[src/rtl/coin_seq_pkg.sv]
// coin_seq_pkg: shared types and default timing for the coin/start sequencer.
//   seq_state_e : sequencer states (IDLE, COIN_ON, GAP, START_ON, COOLDOWN)
//   P1 / P2     : player encoding stored in the pending slot and player latch
//   DEF_*       : default frame counts and counter width
package coin_seq_pkg;

    typedef enum logic [2:0] {
        IDLE     = 3'd0,
        COIN_ON  = 3'd1,
        GAP      = 3'd2,
        START_ON = 3'd3,
        COOLDOWN = 3'd4
    } seq_state_e;

    localparam logic P1 = 1'b0;
    localparam logic P2 = 1'b1;

    localparam int DEF_COIN_FRAMES     = 4;
    localparam int DEF_GAP_FRAMES      = 8;
    localparam int DEF_START_FRAMES    = 4;
    localparam int DEF_COOLDOWN_FRAMES = 30;
    localparam int DEF_CNT_W           = 8;

endpackage

[src/rtl/frame_tick.sv]
// frame_tick: one-cycle frame tick on the rising edge of vertical blank.
//   clk    in  system clock
//   rst    in  asynchronous active-high reset
//   vblank in  vertical blank from the video core, clk domain
//   tick   out high for one cycle when vblank rises
module frame_tick (
    input  logic clk,
    input  logic rst,
    input  logic vblank,
    output logic tick
);

    logic vblank_q;

    // Reset value 1: a vblank already high when reset releases is not a tick.
    always_ff @(posedge clk or posedge rst) begin
        if (rst) begin
            vblank_q <= 1'b1;
        end else begin
            vblank_q <= vblank;
        end
    end

    assign tick = vblank & ~vblank_q;

endmodule

[src/rtl/coin_start_seq.sv]
// coin_start_seq: turns a 1P/2P start request into a frame-timed sequence of
// coin pulse(s), settle gap and start pulse for the arcade core.
//   CLK       in  system clock
//   RESET     in  asynchronous active-high reset
//   I_VBLANK  in  core vertical blank; rising edge = frame tick
//   I_START1  in  1P start request (level)
//   I_START2  in  2P start request (level)
//   I_COIN    in  manual coin (level), OR'd into O_COIN
//   O_COIN    out coin to core, active-high
//   O_START1  out 1P start to core, active-high
//   O_START2  out 2P start to core, active-high
//   O_BUSY    out high whenever the sequencer is not idle
//   DBG_STATE out current sequencer state, for observation only
// Requests are single-cycle pulses taken from the rising edge of a start
// input; there is no backpressure, a request that finds the pending slot
// full is simply dropped.
module coin_start_seq
    import coin_seq_pkg::*;
#(
    parameter int COIN_FRAMES     = DEF_COIN_FRAMES,
    parameter int GAP_FRAMES      = DEF_GAP_FRAMES,
    parameter int START_FRAMES    = DEF_START_FRAMES,
    parameter int COOLDOWN_FRAMES = DEF_COOLDOWN_FRAMES,
    parameter int CNT_W           = DEF_CNT_W
) (
    input  logic       CLK,
    input  logic       RESET,
    input  logic       I_VBLANK,
    input  logic       I_START1,
    input  logic       I_START2,
    input  logic       I_COIN,
    output logic       O_COIN,
    output logic       O_START1,
    output logic       O_START2,
    output logic       O_BUSY,
    output seq_state_e DBG_STATE
);

    localparam logic [CNT_W-1:0] CNT_ONE   = CNT_W'(1);
    localparam logic [CNT_W-1:0] LD_COIN   = CNT_W'(COIN_FRAMES);
    localparam logic [CNT_W-1:0] LD_GAP    = CNT_W'(GAP_FRAMES);
    localparam logic [CNT_W-1:0] LD_START  = CNT_W'(START_FRAMES);
    localparam logic [CNT_W-1:0] LD_COOL   = CNT_W'(COOLDOWN_FRAMES);

    logic tick;

    frame_tick u_frame_tick (
        .clk    (CLK),
        .rst    (RESET),
        .vblank (I_VBLANK),
        .tick   (tick)
    );

    // Start edge detection. The copies reset to 1 so a button held through
    // reset cannot fire; the edge itself is registered, giving two cycles
    // from the input rising to O_COIN.
    logic start1_q, start2_q;
    logic req1_q, req2_q;

    always_ff @(posedge CLK or posedge RESET) begin
        if (RESET) begin
            start1_q <= 1'b1;
            start2_q <= 1'b1;
            req1_q   <= 1'b0;
            req2_q   <= 1'b0;
        end else begin
            start1_q <= I_START1;
            start2_q <= I_START2;
            req1_q   <= I_START1 & ~start1_q;
            req2_q   <= I_START2 & ~start2_q;
        end
    end

    logic req_any;
    logic req_player;

    assign req_any    = req1_q | req2_q;
    assign req_player = req2_q ? P2 : P1;   // simultaneous requests go to 2P

    seq_state_e       state, state_n;
    logic [CNT_W-1:0] cnt, cnt_n;
    logic [1:0]       coins_left, coins_left_n;
    logic             player, player_n;
    logic             pend_valid, pend_valid_n;
    logic             pend_player, pend_player_n;

    always_ff @(posedge CLK or posedge RESET) begin
        if (RESET) begin
            state       <= IDLE;
            cnt         <= '0;
            coins_left  <= 2'd0;
            player      <= P1;
            pend_valid  <= 1'b0;
            pend_player <= P1;
        end else begin
            state       <= state_n;
            cnt         <= cnt_n;
            coins_left  <= coins_left_n;
            player      <= player_n;
            pend_valid  <= pend_valid_n;
            pend_player <= pend_player_n;
        end
    end

    always_comb begin
        state_n       = state;
        cnt_n         = cnt;
        coins_left_n  = coins_left;
        player_n      = player;
        pend_valid_n  = pend_valid;
        pend_player_n = pend_player;

        case (state)
            IDLE: begin
                // A request parked during the previous sequence wins over a
                // fresh one arriving in the same cycle; the fresh one drops.
                if (pend_valid || req_any) begin
                    player_n     = pend_valid ? pend_player : req_player;
                    pend_valid_n = 1'b0;
                    coins_left_n = (player_n == P2) ? 2'd2 : 2'd1;
                    state_n      = COIN_ON;
                    cnt_n        = LD_COIN;
                end
            end
            COIN_ON: begin
                if (tick) begin
                    if (cnt == CNT_ONE) begin
                        coins_left_n = coins_left - 2'd1;
                        state_n      = GAP;
                        cnt_n        = LD_GAP;
                    end else begin
                        cnt_n = cnt - CNT_ONE;
                    end
                end
            end
            GAP: begin
                if (tick) begin
                    if (cnt == CNT_ONE) begin
                        if (coins_left != 2'd0) begin
                            state_n = COIN_ON;
                            cnt_n   = LD_COIN;
                        end else begin
                            state_n = START_ON;
                            cnt_n   = LD_START;
                        end
                    end else begin
                        cnt_n = cnt - CNT_ONE;
                    end
                end
            end
            START_ON: begin
                if (tick) begin
                    if (cnt == CNT_ONE) begin
                        state_n = COOLDOWN;
                        cnt_n   = LD_COOL;
                    end else begin
                        cnt_n = cnt - CNT_ONE;
                    end
                end
            end
            COOLDOWN: begin
                if (tick) begin
                    if (cnt == CNT_ONE) begin
                        state_n = IDLE;
                        cnt_n   = '0;
                    end else begin
                        cnt_n = cnt - CNT_ONE;
                    end
                end
            end
            default: begin
                state_n = IDLE;
                cnt_n   = '0;
            end
        endcase

        // While busy, the first request is parked; later ones are dropped.
        if (state != IDLE && req_any && !pend_valid) begin
            pend_valid_n  = 1'b1;
            pend_player_n = req_player;
        end
    end

    // Outputs are registered from the next state so they change together with
    // the state register. The I_COIN term passes through this one register.
    always_ff @(posedge CLK or posedge RESET) begin
        if (RESET) begin
            O_COIN   <= 1'b0;
            O_START1 <= 1'b0;
            O_START2 <= 1'b0;
        end else begin
            O_COIN   <= (state_n == COIN_ON) | I_COIN;
            O_START1 <= (state_n == START_ON) && (player_n == P1);
            O_START2 <= (state_n == START_ON) && (player_n == P2);
        end
    end

    assign O_BUSY    = (state != IDLE);
    assign DBG_STATE = state;

endmodule

[config.mk]
export PLATFORM = sky130hd
export DESIGN_NAME = coin_start_seq
export DESIGN_NICKNAME = d
export VERILOG_FILES = /design/src/rtl/coin_seq_pkg.sv /design/src/rtl/frame_tick.sv /design/src/rtl/coin_start_seq.sv
export SDC_FILE = /design/constraint.sdc
export NUM_CORES = 1
export LEC_CHECK = 0
export ABC_AREA = 1
export ABC_CLOCK_PERIOD_IN_PS = 1900
export BUFFER_PORTS_ARGS = -buffer_cell sky130_fd_sc_hd__buf_2
export CORE_MARGIN = 2
export CORE_UTILIZATION = 36
export CTS_CLUSTER_DIAMETER = 60
export DETAILED_ROUTE_END_ITERATION = 7
export PLACE_DENSITY_LB_ADDON = 0.25
export SYNTH_ARGS = -nofsm -noshare
export SYNTH_HDL_FRONTEND = slang
export SYNTH_SLANG_ARGS = --single-unit
[constraint.sdc]
create_clock -name CLK -period 1.9 [get_ports CLK]
set_input_delay 0.19 -clock CLK [delete_from_list [all_inputs] [get_ports CLK]]
set_output_delay 0.19 -clock CLK [all_outputs]
set_load 0.05 [all_outputs]
==> summary.md <==
| Metric | Value |
|---|---|
| Placed cell count | `237` |
| Fin crit period | `1.51 ns` |
| Die Y | `66.4 um` |
| Post-CTS Hold Buffers | `0` |
| Measured slew at the worst slew-check pin | `0.593 ns` |
| Resize count post-CTS | `0` |
| Share of layout cells above drive strength 1 | `22.3%` |
| Largest net degree at the start of global routing | `17` |
| Layout area overhead | `12.3%` |
| Final ANT Viol Nets | `0` |
| Most used DFF post-synth | `dfrtp_1` |
| Slew Limit Fails | `0` |
| Leakage | `0.000854 uW` |
| Fin. Hold Viols | `12` |
| Root buffer cell | `clkbuf_8` |
| Kind of critical path | `flop to output port` |
| PortBufs | `12` |
| CP peak stage delay | `0.48 ns` |
| Vias after detailed routing | `1,077` |
| DRC Markers | `0` |
| Reg area | `604 um^2` |
| Number of flops mapped to enable cells by yosys | `0` |
| Most frequent cell after synthesis | `nand2_1` |
| Post-DP Area | `1530 um^2` |
| Final Cell Area | `1570 um^2` |
| Layout Skew | `0.00924 ns` |
| CTS clk-pin slew, worst paths | `0.09 ns` |
| Status | `finished, violations left` |
| Post-synthesis register bit count | `24` |
| Hpwl dp | `2.03 mm` |
| Die ar. | `4400 um^2` |
| Chip width | `66.4 um` |
| GRT Overall Usage | `13.9%` |
| IO Count | `13` |
| MaxCap Viol Count | `0` |
| Fmax | `660 MHz` |
| Routed wire per std cell | `10.4 um` |
| HP Class | `input port to asynchronous set/reset pin` |
| Final setup vio count | `0` |
| Clk Latency, worst-skew pair | `0.27 ns` |
| Postcts setup bufs | `0` |
| Power Density | `1740 nW/um^2` |
| Num CTS Buffers | `3` |
| Number of global-route vias before repair | `1,093` |
| Crit path capture type | `output port` |
| Failing checks | `hold timing` |
| Fillers | `382` |
| Met2 wire len | `1.08 mm` |
| ANT cells | `0` |
| Clk buf depth | `2` |
| Synth area leader | `dfrtp_1` |
| Core box area | `3690 um^2` |
| TNS Setup | `0 ns` |
| Remaining global-route overflow | `0` |
| Worst path required time | `1.71 ns` |
| Detailed Route WL | `2.50 mm` |
| Total number of yosys warnings | `0` |
| Area share of the leading cell type in the synthesized netlist | `37.5%` |
| Seq/Total Area, Yosys | `43.2%` |
| CP Max Fanout | `7` |
| Multi-input logic area | `687 um^2` |
| H-tree levels | `1` |
| Row Count | `22` |
| Worst rel slew slack | `60.4%` |
| Setup ws final | `0.385 ns` |
| Area contributors post-synth | `dfrtp_1, nand2_1, inv_1, dfstp_2, nor2_1` |
| Starting Density | `38.0%` |
| Syn nets | `185` |
| Worst vdd ir | `0.793 mV` |
| TritonRoute pass-1 iters | `4` |
| First-pass GRT wire length | `4.69 mm` |
| Met3 wire len | `132 um` |
| Vias per cell | `4.47` |
| Post-Syn Instances | `176` |
| Initial DRC Count | `45` |
| Syn_area_per_cell | `7.96 um^2` |
| Top sig layer | `met4` |
| Ys async rst share | `100%` |
| Worst setup SP type | `flop` |
| Antenna violations before repair | `0` |
| Non-filler cells, final | `241` |
| Library cells used by synthesis | `25` |
| Routability Congestion | `0.784` |
| M1 WL | `1.26 mm` |
| Netlist Area Pre-Place | `1400 um^2` |
| CP arrival | `1.32 ns` |
| # clock sinks | `24` |
| Leading cell types by count after synthesis | `nand2_1, inv_1, dfrtp_1` |
| Slowest CP cell | `dfrtp_1` |
| Unrepaired setup endpoints after global routing | `false` |
| Cell Chain, Critical Path | `nor2_4, nand2_4, buf_2` |
| Net count, final | `203` |
| DP Worst Slack | `0.388 ns` |
| Fin Hold WS | `-0.0231 ns` |
| CTS tree | `built` |
| Period utilization | `79.7%` |
-- routing by layer --
| layer | vias to the layer above | GRT usage [%] |
|---|---|---|
| li1 | 579 | - |
| met1 | 466 | 19.4 |
| met2 | 27 | 21.5 |
| met3 | 5 | 3.24 |
| met4 | 0 | 3.83 |
| met5 | - | 0 |
-- worst paths after layout --
check / startpoint / cells past startpoint / end / slack, ns
min in group CLK: I_VBLANK / 1 / u_frame_tick.vblank_q / 0.02
setup / recovery: DBG_STATE[2] / 3 / O_BUSY / 0.39
max in group asynchronous: RESET / 3 / cnt[1] / 1.37
setup reg to reg: cnt[1] / 9 / O_START1 / 0.39
hold reg to reg: start2_q / 1 / req2_q / 0.48
hold / removal: RESET / 2 / O_COIN / -0.02
-- per-stage QoR --
stage | util (%) | power, uW | hold slack [ns]
4_1_cts | 42.6 | 2760 | 0.00426
3_5_place_dp | 41.4 | 2450 | 0.300
3_3_place_gp | 41.4 | 2460 | 0.296
2_1_floorplan | - | 2140 | 0.194
5_1_grt | 42.6 | 3040 | 0.0118
6_report | 42.6 | 2730 | -0.0231
-- registers in the layout (all words and copies together) (netlist names) --
signal,count
cnt,8
DBG_STATE,3
coins_left,2
O_COIN,1
O_START1,1
O_START2,1
pend_player,1
pend_valid,1
player,1
req1_q,1
req2_q,1
start1_q,1
start2_q,1
u_frame_tick.vblank_q,1
-- placed cells by master, fill, tap and decap left out, types with 2 or more instances in the layout --
| master | synthesis | final |
|---|---|---|
| a21oi_1 | 5 | 5 |
| buf_2 | 0 | 12 |
| clkbuf_8 | 0 | 3 |
| dfrtp_1 | 21 | 21 |
| dfstp_2 | 3 | 3 |
| ha_1 | 3 | 3 |
| inv_1 | 24 | 24 |
| inv_2 | 5 | 5 |
| nand2_1 | 48 | 48 |
| nand2_2 | 3 | 3 |
| nand2_4 | 3 | 3 |
| nand3_1 | 11 | 11 |
| nand4_1 | 3 | 3 |
| nor2_1 | 20 | 20 |
| nor2_2 | 3 | 3 |
| nor2_4 | 3 | 3 |
| nor2_8 | 3 | 3 |
| nor3_1 | 2 | 2 |
| o21ai_0 | 6 | 6 |
| o21ai_1 | 3 | 3 |
-- worst max-delay path: cells and delay by family, from the launching register on --
| family | cells | cell delay, ns |
|---|---|---|
| buf+inv | 1 | 0.23 |
| simple gates | 2 | 0.35 |
| flops | 1 | 0.48 |
-- layout make-up --
class                           instances  share of cell area, %
Multi-Input combinational cell        123                   43.7
Sequential cell                        24                   38.4
Inverter                               29                   6.92
Timing Repair Buffer                   13                   4.30
Tap cell                               48                   3.82
Clock buffer                            4                   2.86
-- report_power, final --
group	total (uW)	internal, uW	switching, uW
Clock	307	150	157
Sequential	839	696	144
Combinational	1580	502	1080
Total	2730	1350	1380
-- kinds of logic after synthesis --
family | after synthesis | share of synthesized area, %
simple gates | 102 | 38.5
buf+inv | 29 | 7.78
flops | 24 | 43.2
compound gates | 17 | 7.24
fa+ha+maj | 3 | 2.68
xor+xnor | 1 | 0.626
Power figures use the tool's default switching activity.
